**src/rtl/error_reconstruct_if.sv**
```systemverilog
// Stream bundle for error_reconstruct.
// Purpose: collects the four streams around the reconstruction stage and the
// sticky error flag so that the block and its environment connect through one port.
//   kj_*         : Golomb parameter, block -> Golomb decoder
//   merr_*       : decoded mapped error and its slice/band/image last flags, decoder -> block
//   xtilde_in_*  : signed prediction and its slice last flag, predictor -> block
//   xhat_*       : reconstructed sample and forwarded last flags, block -> predictor
//   err_last_mismatch : sticky slice-boundary disagreement between merr and xtilde
// Modports: slave = the reconstruction block, master = its environment.
interface error_reconstruct_if #(
    parameter int unsigned DATA_WIDTH = 16,
    parameter int unsigned ACC_LOG    = 5
);
    logic                    kj_valid;
    logic                    kj_ready;
    logic [ACC_LOG-1:0]      kj_data;

    logic                    merr_valid;
    logic                    merr_ready;
    logic [DATA_WIDTH+2:0]   merr_data;
    logic                    merr_last_s;
    logic                    merr_last_b;
    logic                    merr_last_i;

    logic                    xtilde_in_valid;
    logic                    xtilde_in_ready;
    logic [DATA_WIDTH+2:0]   xtilde_in_data;
    logic                    xtilde_in_last_s;

    logic                    xhat_valid;
    logic                    xhat_ready;
    logic [DATA_WIDTH-1:0]   xhat_data;
    logic                    xhat_last_s;
    logic                    xhat_last_b;
    logic                    xhat_last_i;

    logic                    err_last_mismatch;

    modport slave (
        output kj_valid, kj_data,
        input  kj_ready,
        input  merr_valid, merr_data, merr_last_s, merr_last_b, merr_last_i,
        output merr_ready,
        input  xtilde_in_valid, xtilde_in_data, xtilde_in_last_s,
        output xtilde_in_ready,
        output xhat_valid, xhat_data, xhat_last_s, xhat_last_b, xhat_last_i,
        input  xhat_ready,
        output err_last_mismatch
    );

    modport master (
        input  kj_valid, kj_data,
        output kj_ready,
        output merr_valid, merr_data, merr_last_s, merr_last_b, merr_last_i,
        input  merr_ready,
        output xtilde_in_valid, xtilde_in_data, xtilde_in_last_s,
        input  xtilde_in_ready,
        input  xhat_valid, xhat_data, xhat_last_s, xhat_last_b, xhat_last_i,
        output xhat_ready,
        input  err_last_mismatch
    );
endinterface

```
**src/rtl/error_reconstruct.sv**
```systemverilog
// Decoder-side error reconstruction.
// Purpose: per sample, offers the Golomb parameter kj derived from the running
// mapped-error accumulator, then joins the decoded mapped error with the prediction
// and produces the reconstructed sample xhat (clamped to [0, 2^DATA_WIDTH-1]).
// Ports:
//   clk : rising-edge clock
//   rst : asynchronous active-low reset
//   bus : error_reconstruct_if.slave (kj, merr, xtilde_in, xhat streams + mismatch flag)
module error_reconstruct #(
    parameter int unsigned DATA_WIDTH         = 16,
    parameter int unsigned ACCUMULATOR_WINDOW = 32,
    parameter int unsigned ACC_LOG            = 5,
    parameter int unsigned THRESHOLD          = 0
) (
    input  logic               clk,
    input  logic               rst,
    error_reconstruct_if.slave bus
);
    localparam int unsigned MW     = DATA_WIDTH + 3;
    localparam int unsigned WinLog = $clog2(ACCUMULATOR_WINDOW);
    localparam int unsigned AccW   = MW + WinLog + 1;
    localparam int unsigned CntW   = WinLog + 1;
    localparam int unsigned KCapA  = (1 << ACC_LOG) - 1;
    localparam int unsigned KMax   = (KCapA < DATA_WIDTH + 2) ? KCapA : DATA_WIDTH + 2;
    localparam int unsigned ShW    = AccW + KMax;
    // Wide enough for (clamped prediction) + (error * quantizer step) without overflow.
    localparam int unsigned RW     = MW + 36;

    localparam logic signed [RW-1:0] XMaxS =
        {{(RW - DATA_WIDTH){1'b0}}, {DATA_WIDTH{1'b1}}};
    localparam logic signed [RW-1:0] StepS = RW'(2 * THRESHOLD + 1);

    typedef enum logic [1:0] {StCalc, StKj, StJoin, StOut} state_e;

    state_e                  state_q, state_d;
    logic [AccW-1:0]         acc_q, acc_d;
    logic [CntW-1:0]         cnt_q, cnt_d;
    logic [ACC_LOG-1:0]      kj_q, kj_d;
    logic [DATA_WIDTH-1:0]   xhat_q, xhat_d;
    logic                    last_s_q, last_s_d;
    logic                    last_b_q, last_b_d;
    logic                    last_i_q, last_i_d;
    logic                    mismatch_q, mismatch_d;

    logic                    join_ok;
    logic [ACC_LOG-1:0]      kj_calc;
    logic [AccW-1:0]         acc_upd;
    logic [CntW-1:0]         cnt_upd;
    logic [DATA_WIDTH-1:0]   xhat_calc;
    logic signed [RW-1:0]    merr_ext, e_s, xt_ext, p_s, sum_s;

    assign join_ok = (state_q == StJoin) && bus.merr_valid && bus.xtilde_in_valid;

    // Smallest k with (cnt << k) >= acc; scanning downwards leaves the smallest hit.
    always_comb begin
        kj_calc = ACC_LOG'(KMax);
        for (int k = int'(KMax); k >= 0; k--) begin
            if ((ShW'(cnt_q) << k) >= ShW'(acc_q)) begin
                kj_calc = ACC_LOG'(k);
            end
        end
        if (cnt_q == '0) begin
            kj_calc = '0;
        end
    end

    // Unmap the error, clamp the prediction, scale by the quantizer step and clamp again.
    always_comb begin
        merr_ext = {{(RW - MW){1'b0}}, bus.merr_data};
        e_s      = merr_ext[0] ? -((merr_ext + 1) >>> 1) : (merr_ext >>> 1);
        xt_ext   = {{(RW - MW){bus.xtilde_in_data[MW-1]}}, bus.xtilde_in_data};
        if (xt_ext[RW-1]) begin
            p_s = '0;
        end else if (xt_ext > XMaxS) begin
            p_s = XMaxS;
        end else begin
            p_s = xt_ext;
        end
        sum_s = p_s + e_s * StepS;
        if (sum_s[RW-1]) begin
            xhat_calc = '0;
        end else if (sum_s > XMaxS) begin
            xhat_calc = '1;
        end else begin
            xhat_calc = sum_s[DATA_WIDTH-1:0];
        end
    end

    // Accumulator update; a slice end wins over window halving.
    always_comb begin
        acc_upd = acc_q + AccW'(bus.merr_data);
        cnt_upd = cnt_q + CntW'(1);
        if (cnt_upd == CntW'(ACCUMULATOR_WINDOW)) begin
            acc_upd = acc_upd >> 1;
            cnt_upd = cnt_upd >> 1;
        end
        if (bus.merr_last_s) begin
            acc_upd = '0;
            cnt_upd = '0;
        end
    end

    always_comb begin
        state_d    = state_q;
        acc_d      = acc_q;
        cnt_d      = cnt_q;
        kj_d       = kj_q;
        xhat_d     = xhat_q;
        last_s_d   = last_s_q;
        last_b_d   = last_b_q;
        last_i_d   = last_i_q;
        mismatch_d = mismatch_q;
        unique case (state_q)
            StCalc: begin
                kj_d    = kj_calc;
                state_d = StKj;
            end
            StKj: begin
                if (bus.kj_ready) begin
                    state_d = StJoin;
                end
            end
            StJoin: begin
                if (join_ok) begin
                    xhat_d   = xhat_calc;
                    last_s_d = bus.merr_last_s;
                    last_b_d = bus.merr_last_b;
                    last_i_d = bus.merr_last_i;
                    acc_d    = acc_upd;
                    cnt_d    = cnt_upd;
                    if (bus.merr_last_s != bus.xtilde_in_last_s) begin
                        mismatch_d = 1'b1;
                    end
                    state_d = StOut;
                end
            end
            StOut: begin
                if (bus.xhat_ready) begin
                    state_d = StCalc;
                end
            end
            default: state_d = StCalc;
        endcase
    end

    always_ff @(posedge clk or negedge rst) begin
        if (!rst) begin
            state_q    <= StCalc;
            acc_q      <= '0;
            cnt_q      <= '0;
            kj_q       <= '0;
            xhat_q     <= '0;
            last_s_q   <= 1'b0;
            last_b_q   <= 1'b0;
            last_i_q   <= 1'b0;
            mismatch_q <= 1'b0;
        end else begin
            state_q    <= state_d;
            acc_q      <= acc_d;
            cnt_q      <= cnt_d;
            kj_q       <= kj_d;
            xhat_q     <= xhat_d;
            last_s_q   <= last_s_d;
            last_b_q   <= last_b_d;
            last_i_q   <= last_i_d;
            mismatch_q <= mismatch_d;
        end
    end

    assign bus.kj_valid          = (state_q == StKj);
    assign bus.kj_data           = kj_q;
    assign bus.merr_ready        = join_ok;
    assign bus.xtilde_in_ready   = join_ok;
    assign bus.xhat_valid        = (state_q == StOut);
    assign bus.xhat_data         = xhat_q;
    assign bus.xhat_last_s       = last_s_q;
    assign bus.xhat_last_b       = last_b_q;
    assign bus.xhat_last_i       = last_i_q;
    assign bus.err_last_mismatch = mismatch_q;
endmodule

```
**src/flat_wrapper.sv**
```systemverilog
// flat-port wrapper written by rule: the top's interface ports become plain ports
module error_reconstruct_flat 
#(
    parameter int unsigned DATA_WIDTH         = 16,
    parameter int unsigned ACCUMULATOR_WINDOW = 32,
    parameter int unsigned ACC_LOG            = 5,
    parameter int unsigned THRESHOLD          = 0
)
  (clk, rst, bus_kj_valid, bus_kj_data, bus_kj_ready, bus_merr_valid, bus_merr_data, bus_merr_last_s, bus_merr_last_b, bus_merr_last_i, bus_merr_ready, bus_xtilde_in_valid, bus_xtilde_in_data, bus_xtilde_in_last_s, bus_xtilde_in_ready, bus_xhat_valid, bus_xhat_data, bus_xhat_last_s, bus_xhat_last_b, bus_xhat_last_i, bus_xhat_ready, bus_err_last_mismatch);
  error_reconstruct_if #(.DATA_WIDTH(DATA_WIDTH), .ACC_LOG(ACC_LOG)) bus_i ();
  input  logic clk;
  input  logic rst;
  output wire logic [$bits(bus_i.kj_valid)-1:0] bus_kj_valid;
  output wire logic [$bits(bus_i.kj_data)-1:0] bus_kj_data;
  input wire logic [$bits(bus_i.kj_ready)-1:0] bus_kj_ready;
  input wire logic [$bits(bus_i.merr_valid)-1:0] bus_merr_valid;
  input wire logic [$bits(bus_i.merr_data)-1:0] bus_merr_data;
  input wire logic [$bits(bus_i.merr_last_s)-1:0] bus_merr_last_s;
  input wire logic [$bits(bus_i.merr_last_b)-1:0] bus_merr_last_b;
  input wire logic [$bits(bus_i.merr_last_i)-1:0] bus_merr_last_i;
  output wire logic [$bits(bus_i.merr_ready)-1:0] bus_merr_ready;
  input wire logic [$bits(bus_i.xtilde_in_valid)-1:0] bus_xtilde_in_valid;
  input wire logic [$bits(bus_i.xtilde_in_data)-1:0] bus_xtilde_in_data;
  input wire logic [$bits(bus_i.xtilde_in_last_s)-1:0] bus_xtilde_in_last_s;
  output wire logic [$bits(bus_i.xtilde_in_ready)-1:0] bus_xtilde_in_ready;
  output wire logic [$bits(bus_i.xhat_valid)-1:0] bus_xhat_valid;
  output wire logic [$bits(bus_i.xhat_data)-1:0] bus_xhat_data;
  output wire logic [$bits(bus_i.xhat_last_s)-1:0] bus_xhat_last_s;
  output wire logic [$bits(bus_i.xhat_last_b)-1:0] bus_xhat_last_b;
  output wire logic [$bits(bus_i.xhat_last_i)-1:0] bus_xhat_last_i;
  input wire logic [$bits(bus_i.xhat_ready)-1:0] bus_xhat_ready;
  output wire logic [$bits(bus_i.err_last_mismatch)-1:0] bus_err_last_mismatch;
  assign bus_kj_valid = bus_i.kj_valid;
  assign bus_kj_data = bus_i.kj_data;
  assign bus_i.kj_ready = bus_kj_ready;
  assign bus_i.merr_valid = bus_merr_valid;
  assign bus_i.merr_data = bus_merr_data;
  assign bus_i.merr_last_s = bus_merr_last_s;
  assign bus_i.merr_last_b = bus_merr_last_b;
  assign bus_i.merr_last_i = bus_merr_last_i;
  assign bus_merr_ready = bus_i.merr_ready;
  assign bus_i.xtilde_in_valid = bus_xtilde_in_valid;
  assign bus_i.xtilde_in_data = bus_xtilde_in_data;
  assign bus_i.xtilde_in_last_s = bus_xtilde_in_last_s;
  assign bus_xtilde_in_ready = bus_i.xtilde_in_ready;
  assign bus_xhat_valid = bus_i.xhat_valid;
  assign bus_xhat_data = bus_i.xhat_data;
  assign bus_xhat_last_s = bus_i.xhat_last_s;
  assign bus_xhat_last_b = bus_i.xhat_last_b;
  assign bus_xhat_last_i = bus_i.xhat_last_i;
  assign bus_i.xhat_ready = bus_xhat_ready;
  assign bus_err_last_mismatch = bus_i.err_last_mismatch;
  error_reconstruct #(.DATA_WIDTH(DATA_WIDTH), .ACCUMULATOR_WINDOW(ACCUMULATOR_WINDOW), .ACC_LOG(ACC_LOG), .THRESHOLD(THRESHOLD)) u_core (.clk(clk), .rst(rst), .bus(bus_i));
endmodule
```
**config.mk**
```make
export PLATFORM = sky130hd
export DESIGN_NAME = error_reconstruct_flat
export DESIGN_NICKNAME = d
export VERILOG_FILES = /design/src/rtl/error_reconstruct_if.sv /design/src/rtl/error_reconstruct.sv /design/src/flat_wrapper.sv
export SDC_FILE = /design/constraint.sdc
export NUM_CORES = 1
export LEC_CHECK = 0
export BUFFER_PORTS_ARGS = -buffer_cell sky130_fd_sc_hd__buf_2
export CORE_ASPECT_RATIO = 2
export CORE_MARGIN = 3
export CORE_UTILIZATION = 50
export DETAILED_ROUTE_END_ITERATION = 10
export PLACE_DENSITY = 0.77
export SLEW_MARGIN = 10
export SYNTH_ARGS = -nofsm -noshare
export SYNTH_HDL_FRONTEND = slang
export SYNTH_SLANG_ARGS = --single-unit
```
**constraint.sdc**
```tcl
create_clock -name clk -period 3 [get_ports clk]
set_clock_uncertainty 0.15 [all_clocks]
set_input_delay 0.15 -clock clk [delete_from_list [all_inputs] [get_ports clk]]
set_output_delay 0.15 -clock clk [all_outputs]
set_load 0.01 [all_outputs]
```
==> flow_summary.ini, run 1 <==
[pwr]
p_leak_uw = 0.00594
cellPowerDensity_nw_per_um2 = 742
total_power_uw = 9340
vdd_drop_max_uv = 440

[floorplan]
dieWidth_um = 99.5
row_count = 67
io_pins = 77
core_area_sq_um = 16900
start_util_pct = 51.6
die_h_um = 193
fp.dieArea_sq_um = 19200

[critical_path]
crit_path_end_kind = flop
required_ns = 3.09
path_cells = buf_8 -> ha_4 -> and2_2 -> a21oi_1 -> o22ai_4 -> nand2_1 -> buf_4 -> a41oi_1 -> xor2_1 -> buf_4 -> ha_1 -> nand3_1 -> o22ai_2 -> o22ai_2 -> o31ai_4 -> a21oi_2 -> buf_4 -> a211oi_2 -> nor3_4 -> a211o_4 -> o221a_1
crit_slowest_cell = a211o_4
critPathArrivalTime_ns = 4.26
crit_top_cell = buf_4
start_kind = primary input
slowest_delay_ns = 0.41
crit_type = primary input to flop
cp_max_fo = 8

[global_route]
grt_pass1_wl_um = 50500
grt.overflow.total = 0
grt_usage_pct = 32.9
grt_max_degree = 35
grt_pass1_vias = 10500
antenna_found_initial = 0

[detailed_routing]
drtIter0Drc = 565
totalWireLength_um = 33300
vias = 10400
vias_per_cell = 6.43
ant_nets = 0
first_pass_iters = 5
drc = 0
routedWlPerCell_um = 20.7

[layout]
synthToLayoutAreaGrowth_pct = 43.9
layout-drive-gt1-share_pct = 36.6
fillers = 1160
num_antenna_cells = 0
fin_nets = 1603

[cts]
numClockSinks = 58
cts-htree-levels = 3
clk_pin_slew_ns = 0.06
clock_path_buffers = 2
clk_latency_ns = 0.36
cts_root_buf = clkbuf_16
cts_tree = done
cts_buffers = 9

[yosys]
ys.flop_type = dfrtp_1
synth_commonest_cells = ha_1, nor2_1, nand2_1, a21oi_1, o21ai_0
netlist_instances = 1075
synth_enable_flop_cells = 0
yosysSeqAreaShare_pct = 16.6
async_reset_ff_share_pct = 100
yosys_warnings = 0
netlist_area_sq_um = 8740
ys_ff_latch = 58
yosysUniqueCellTypes = 94
yosysMostFrequentCell = ha_1
synth_area_leaders = ha_1, dfrtp_1, nor2_1, a21oi_1, xnor2_1
synth_top_area_share_pct = 22.2
synth_top_cell_by_area = ha_1
avgSynthCellArea_sq_um = 8.13

[sta]
post-route-period-util_pct = 139
worstMarginPinSlew_ns = 0.687
fin_crit_ns = 4.18
fmax_mhz = 239
setup_viol = 24
slew_viol_final = 0
grt_setup_unrepaired = true
final.setup.worst_slack_ns = -1.18
finalHoldViolations = 0
whs_ns = 0.0350
relSlewSlack_pct = 54.2

[flow_run]
cap_violations = 0

[outcome]
outcome = finished with violations
violations = setup timing

[place]
dpl.hpwl_um = 24100
gp_congestion = 0.972
numPortBuffers = 76

[min_path]
min_path_type = primary input to flop
flip-flops by register name, indices dropped and copies added (netlist names):
name / flops
u_core.acc_q: 25
u_core.bus.err_last_mismatch: 1
u_core.bus.kj_data: 5
u_core.bus.xhat_data: 16
u_core.bus.xhat_last_b: 1
u_core.bus.xhat_last_i: 1
u_core.bus.xhat_last_s: 1
u_core.cnt_q: 6
u_core.state_q: 2
cell families after synthesis:
logic type,share of synthesized area [%]
AOI/OAI and AO/OA,27.1
xor gates and xnor gates,5.61
adders and majority gates,22.6
buffers and inverters,4.90
DFF,16.6
muxes,1.40
other,0.0429
and+or+nand+nor,21.7
metrics by stage:
| step | setup slack (ns) | cells | util [%] | TNS, ns | instance area, sq um |
|---|---|---|---|---|---|
| 6_report | -1.18 | 1610 | 74.3 | -18.84 | 12600 |
| 5_1_grt | -1.36 | 1610 | 74.3 | -22.51 | 12600 |
| 4_1_cts | -1.15 | 1591 | 70.9 | -18.25 | 12000 |
| 3_5_place_dp | -1.68 | 1546 | 64.9 | -27.92 | 11000 |
| 3_3_place_gp | -1.58 | 1546 | 64.9 | -26.27 | 11000 |
| 2_1_floorplan | -1.48 | 1076 | - | -23.12 | 8870 |
path summary, 6_finish.rpt:
kind	startpoint	to	slack, ns	cells after the start
setup / recovery	bus_merr_data[0]	u_core.bus.xhat_data[15]	-1.18	21
hold / removal	bus_merr_last_s	u_core.cnt_q[0]	0.04	2
setup reg to reg	u_core.acc_q[23]	u_core.bus.kj_data[1]	-0.16	10
hold reg to reg	u_core.bus.err_last_mismatch	u_core.bus.err_last_mismatch	0.31	1
max in group asynchronous	rst	u_core.cnt_q[2]	1.54	3
min in group asynchronous	rst	u_core.bus.xhat_data[15]	0.22	2
power breakdown:
part | switching, uW | internal, uW
registers | 261 | 1080
clock network | 432 | 725
logic | 3670 | 3170
cell type report:
class	instances	area (sq um)	area share, %
clock inverters	7	93.8	0.746
multi-input cells	926	7750	61.7
inverters	50	191	1.52
flip-flops and latches	58	1450	11.6
well taps	207	259	2.06
clock buffers	9	225	1.79
repair buffers	353	2600	20.7
repair_timing:
item                       CTS  global route
resized for setup           95            86
buffers inserted            24            23
cloned                       1             0
pin swaps                   53            65
hold endpoints to repair    27             0
setup endpoints to repair   25            28
hold buffers                 4             0
cells in the final DEF (no fill, tap or decap), types with 7 or more instances in the layout:
cell type,instances
nand2b_1,12
or3_1,9
buf_2,70
o211ai_1,13
a21oi_2,10
nor3_1,19
buf_6,18
nor4_1,8
xor2_1,15
nand2_1,69
and4_1,8
a21o_1,28
nand4_1,13
nor2_1,91
clkbuf_16,9
o21bai_1,7
xnor2_1,36
nand3_1,27
o22ai_1,10
buf_4,256
o221a_1,10
a21oi_1,60
nand3_2,8
dfrtp_1,56
o21a_1,14
nor2b_1,12
a211oi_1,7
o21ai_1,9
and3_1,8
o21ai_0,55
inv_1,48
mux2i_1,10
a31oi_1,10
ha_1,149
critical path: cells and delay by family:
family                   cells  cell delay (ns)
adder cells (fa/ha/maj)      2             0.52
buffers and inverters        4             0.58
XOR/XNOR                     1             0.18
AO/OA/AOI/OAI               10             2.29
AND/OR/NAND/NOR              4             0.55
routing by layer:
layer	wire length [um]	track usage, %	part of all wire [%]
met1	11100	30.4	33
met4	2970	26.4	8.9
met3	1710	4.07	5.1
met5	0	0	0
met2	17600	63.1	53
Power figures use the tool's default switching activity.
==> run 2, diff against run 1 <==
--- a/config.mk
+++ b/config.mk
@@ -10,7 +10,7 @@
 export CORE_MARGIN = 3
 export CORE_UTILIZATION = 50
 export DETAILED_ROUTE_END_ITERATION = 10
-export PLACE_DENSITY = 0.77
+export PLACE_DENSITY = 0.75
 export SLEW_MARGIN = 10
 export SYNTH_ARGS = -nofsm -noshare
 export SYNTH_HDL_FRONTEND = slang
==> constraint.sdc (replaced) <==
create_clock -name clk -period 4.5 [get_ports clk]
set_clock_uncertainty 0.15 [all_clocks]
set_input_delay 0.225 -clock clk [delete_from_list [all_inputs] [get_ports clk]]
set_output_delay 0.225 -clock clk [all_outputs]
set_load 0.01 [all_outputs]
==> flow_summary.ini, run 2 (same netlist as run 1, synthesis figures left out) <==
[detailed_routing]
totalWireLength_um = 27900
routedWlPerCell_um = 19.3
ant_nets = 0
vias_per_cell = 6.33
drc = 0
drtIter0Drc = 490
vias = 9141
first_pass_iters = 7

[cts]
cts-htree-levels = 3
cts_buffers = 9
numClockSinks = 58
clk_pin_slew_ns = 0.06
cts_tree = done
clk_latency_ns = 0.35
clock_path_buffers = 2
cts_root_buf = clkbuf_16

[sta]
fmax_mhz = 230
relSlewSlack_pct = 25.9
slew_viol_final = 0
fin_crit_ns = 4.35
post-route-period-util_pct = 96.7
worstMarginPinSlew_ns = 1.11
fin_tns_setup_ns = 0
setup_viol = 0
final.setup.worst_slack_ns = 0.150
finalHoldViolations = 0

[global_route]
antenna_found_initial = 0
grt_max_degree = 59
grt_usage_pct = 28.2
grt.overflow.total = 0
grt_pass1_vias = 9117
grt_pass1_wl_um = 43100

[layout]
final_area_sq_um = 10600
synthToLayoutAreaGrowth_pct = 21.5
num_antenna_cells = 0
layout-drive-gt1-share_pct = 22.6
final_util_pct = 62.7
layout_commonest_cell = ha_1
largest-register = u_core.acc_q
final_cell_mix = ha_1, buf_4, nor2_1
fillers = 1549
fin_nets = 1437
largest_reg_flops = 25

[min_path]
min_path_type = primary input to flop

[floorplan]
fp.dieArea_sq_um = 19200
start_util_pct = 51.6
row_count = 67
die_h_um = 193
dieWidth_um = 99.5
io_pins = 77
core_area_sq_um = 16900

[critical_path]
cp_max_fo = 8
crit_type = primary input to flop
crit_top_cell = o21ai_2
crit_path_end_kind = flop
start_kind = primary input
crit_slowest_cell = or3_2
path_cells = buf_4 -> ha_4 -> nand3_4 -> nor3_4 -> and4_1 -> o21ai_2 -> buf_6 -> or3_2 -> nand3_2 -> xnor2_2 -> ha_1 -> and4_4 -> a21boi_1 -> nand4_1 -> nand3b_1 -> o21bai_1 -> a2111oi_4 -> o21ai_2 -> a211o_4 -> o221a_2
critPathArrivalTime_ns = 4.43
required_ns = 4.58
slowest_delay_ns = 0.48

[place]
dp_slack_ns = -0.311
dpl.hpwl_um = 21800
numPortBuffers = 76
dpl_cell_area_sq_um = 10000
gp_congestion = 0.979

[pwr]
vdd_drop_max_uv = 258
p_leak_uw = 0.00496
cellPowerDensity_nw_per_um2 = 493
total_power_uw = 5230

[outcome]
outcome = finished, final reports clean

[flow_run]
cap_violations = 0
run 2: cell types whose count changed in the layout (fill, tap and decap cells not counted), moves of 7 or more:
cell | previous run | this run
o21ai_0 | 55 | 62
a21oi_1 | 60 | 67
buf_6 | 18 | 2
buf_4 | 256 | 109
run 2: final timing paths:
kind                                              start                            to  slack [ns]  cells past startpoint
max                                    bus_merr_data[0]       u_core.bus.xhat_data[4]        0.15                     20
min reg2reg                u_core.bus.err_last_mismatch  u_core.bus.err_last_mismatch        0.31                      1
max reg2reg                             u_core.acc_q[0]              u_core.acc_q[20]        0.72                     11
min                                bus_xtilde_in_last_s  u_core.bus.err_last_mismatch        0.06                      3
max in group asynchronous                           rst              u_core.acc_q[17]        3.23                      3
min in group asynchronous                           rst       u_core.bus.xhat_data[8]        0.44                      3
run 2: area by class of cell:
type,count,area [sq um],share of cell area [%]
sequential,58,1450,13.7
inverter,50,188,1.77
timing repair buffer,187,1250,11.8
tap,207,259,2.44
clock buffer,9,225,2.12
multi-input combinational,926,7170,67.5
clock inverter,7,77.6,0.730
run 2: metrics by stage:
step | hold slack (ns) | std cells
after floorplan | -0.221 | 1076
after global placement | 0.264 | 1419
after detailed placement | 0.268 | 1419
after CTS | 0.0576 | 1438
after global routing | 0.0871 | 1444
final | 0.0595 | 1444
run 2: where the power goes:
part | switching [uW] | leakage, uW | internal [uW]
sequential | 300 | 0.000699 | 714
combinational | 1930 | 0.00412 | 1560
clock | 293 | 0.000146 | 432
total | 2520 | 0.00496 | 2710
run 2: timing repair:
action,in CTS,in global routing
setup buffers,0,5
endpoints found under the setup margin,0,16
hold buffers,3,0
resized for setup,0,52
hold endpoints to repair,60,0
run 2: routing by layer:
layer	vias up	part of all wire (%)	track usage (%)
met5	-	0	0
met4	0	8.1	22.5
met3	117	3.9	3.28
met2	285	55	56.0
met1	4336	33	24.7
li1	4403	-	-
run 2: worst max-delay path: cells and delay by family:
kind | cells | cell delay, ns
AOI/OAI and AO/OA | 7 | 1.54
xor gates and xnor gates | 1 | 0.06
adders and majority gates | 2 | 0.50
buffers and inverters | 2 | 0.25
and+or+nand+nor | 8 | 1.85
==> run 3, diff against run 2 <==
--- a/config.mk
+++ b/config.mk
@@ -7,10 +7,10 @@
 export LEC_CHECK = 0
 export BUFFER_PORTS_ARGS = -buffer_cell sky130_fd_sc_hd__buf_2
 export CORE_ASPECT_RATIO = 2
-export CORE_MARGIN = 3
 export CORE_UTILIZATION = 50
 export DETAILED_ROUTE_END_ITERATION = 10
-export PLACE_DENSITY = 0.75
+export PLACE_DENSITY_LB_ADDON = 0.25
+export SETUP_SLACK_MARGIN = 0.15
 export SLEW_MARGIN = 10
 export SYNTH_ARGS = -nofsm -noshare
 export SYNTH_HDL_FRONTEND = slang
==> flow_summary.ini, run 3 (same netlist as run 1, synthesis figures left out) <==
[min_path]
min_path_type = primary input to flop

[critical_path]
required_ns = 4.58
crit_slowest_cell = or4_2
cp_num_buf_inv = 2
crit_path_end_kind = flop
cp_max_fo = 8
crit_type = primary input to flop
crit_top_cell = ha_4
critPathArrivalTime_ns = 4.33
r2r_setup_slack_ns = 0.77
cpLargestDelayFamily = compound AO/OA/AOI/OAI gates
slowest_delay_ns = 0.56
path_cells = buf_8 -> ha_4 -> nand3_4 -> buf_4 -> nand3b_1 -> nand3_2 -> o2111ai_2 -> or4_2 -> nand3_1 -> xnor2_1 -> ha_4 -> nand4_1 -> o31ai_4 -> a41oi_2 -> a2111oi_4 -> o21ai_2 -> a211o_4 -> o221a_4
start_kind = primary input

[global_route]
use_met2_pct = 58.5
grt_util_met3_pct = 6.51
grt_usage_pct = 33.3
grt.overflow.total = 0
met1_usage_pct = 31.3
grt_max_degree = 59
grt-busiest-layer = met2
grt_pass1_vias = 9426
grt_pass1_wl_um = 46600
antenna_found_initial = 0

[sta]
worstMarginPinSlew_ns = 1.08
post-route-period-util_pct = 94.5
fin_tns_setup_ns = 0
slew_viol_final = 0
setup_viol = 0
grt_setup_unrepaired = true
finalHoldViolations = 0
fmax_mhz = 235
fin_crit_ns = 4.25
relSlewSlack_pct = 28.2

[cts]
cts_buffers = 9
clock_path_buffers = 2
cts-htree-levels = 3
clk_latency_ns = 0.35
clk_pin_slew_ns = 0.05
cts_tree = done
cts_root_buf = clkbuf_16
numClockSinks = 58

[place]
gp_congestion = 0.950
dp.cells = 1432
dpl_cell_area_sq_um = 10100
dpl.hpwl_um = 22600
numPortBuffers = 76

[outcome]
outcome = finished, final reports clean

[flow_run]
cap_violations = 0

[layout]
fin_cells = 1456
layout_commonest_cell = ha_1
largest-register = u_core.acc_q
synthToLayoutAreaGrowth_pct = 25.3
fin_nets = 1448
largest_reg_flops = 25
final_area_sq_um = 11000
layout-drive-gt1-share_pct = 25.1
final_cell_mix = ha_1, buf_4, nor2_1
num_antenna_cells = 0
fillers = 1507
final_util_pct = 63.7

[floorplan]
die_h_um = 189
fp.dieArea_sq_um = 18000
start_util_pct = 50.9
dieWidth_um = 95.5
core_area_sq_um = 17200
io_pins = 77
row_count = 68

[pwr]
cellPowerDensity_nw_per_um2 = 479
p_leak_uw = 0.00506
vdd_drop_max_uv = 274
total_power_uw = 5250

[detailed_routing]
totalWireLength_um = 29700
vias_per_cell = 6.37
drc = 0
drtIter0Drc = 422
ant_nets = 0
routedWlPerCell_um = 20.4
vias = 9278
first_pass_iters = 8
[run 3: cell types whose count changed in the layout (fill, tap and decap cells not counted), sizes merged]
cell | before | now
buf | 184 | 195
bufinv | 1 | 0
clkinv | 4 | 2
inv | 51 | 50
clkbuf | 9 | 11
[run 3: per-stage QoR]
stage	worst slack [ns]	hold slack (ns)
5_1_grt	0.0414	0.0878
3_5_place_dp	-0.191	0.279
6_report	0.247	0.0792
2_1_floorplan	-0.0581	-0.221
4_1_cts	0.157	0.0793
3_3_place_gp	-0.163	0.264
[run 3: area by class of cell]
cell class	count	area, sq um	share of cell area [%]
inverter	50	188	1.71
clock inverter	3	17.5	0.160
clock buffer	11	243	2.22
sequential	58	1450	13.3
timing repair buffer	198	1350	12.3
multi-input combinational	926	7440	67.9
tap	210	263	2.40
[run 3: what timing repair did]
item | 4_1_cts | 5_1_grt
endpoints found under the setup margin | 0 | 16
hold buffers | 3 | 0
setup buffers | 0 | 6
resized for setup | 0 | 102
hold endpoints to repair | 60 | 0
[run 3: final timing paths]
path	start	endpoint	cells after the start
max	bus_merr_data[1]	u_core.bus.xhat_data[5]	18
min	bus_xtilde_in_last_s	u_core.bus.err_last_mismatch	3
max reg2reg	u_core.acc_q[0]	u_core.acc_q[20]	11
min reg2reg	u_core.bus.err_last_mismatch	u_core.bus.err_last_mismatch	1
max in group asynchronous	rst	u_core.bus.xhat_data[13]	3
min in group asynchronous	rst	u_core.bus.xhat_last_i	3
[run 3: routing by layer]
metal / part of all wire, % / vias up / routed length [um]
met5: 0 / - / 0
met4: 8.3 / 0 / 2470
met3: 4.3 / 152 / 1290
met2: 52 / 303 / 15500
met1: 35 / 4399 / 10400
li1: - / 4424 / -
[run 3: power breakdown]
part	switching [uW]	internal [uW]	total [uW]	leakage, uW
clock network	253	379	632	0.000127
registers	305	714	1020	0.000699
logic	1980	1620	3600	0.00424
total	2530	2720	5250	0.00506
[run 3: tightest hold or removal path, stage by stage]
cell	delay, ns
buf_2	0.08
xor2_1	0.05
a21o_1	0.17
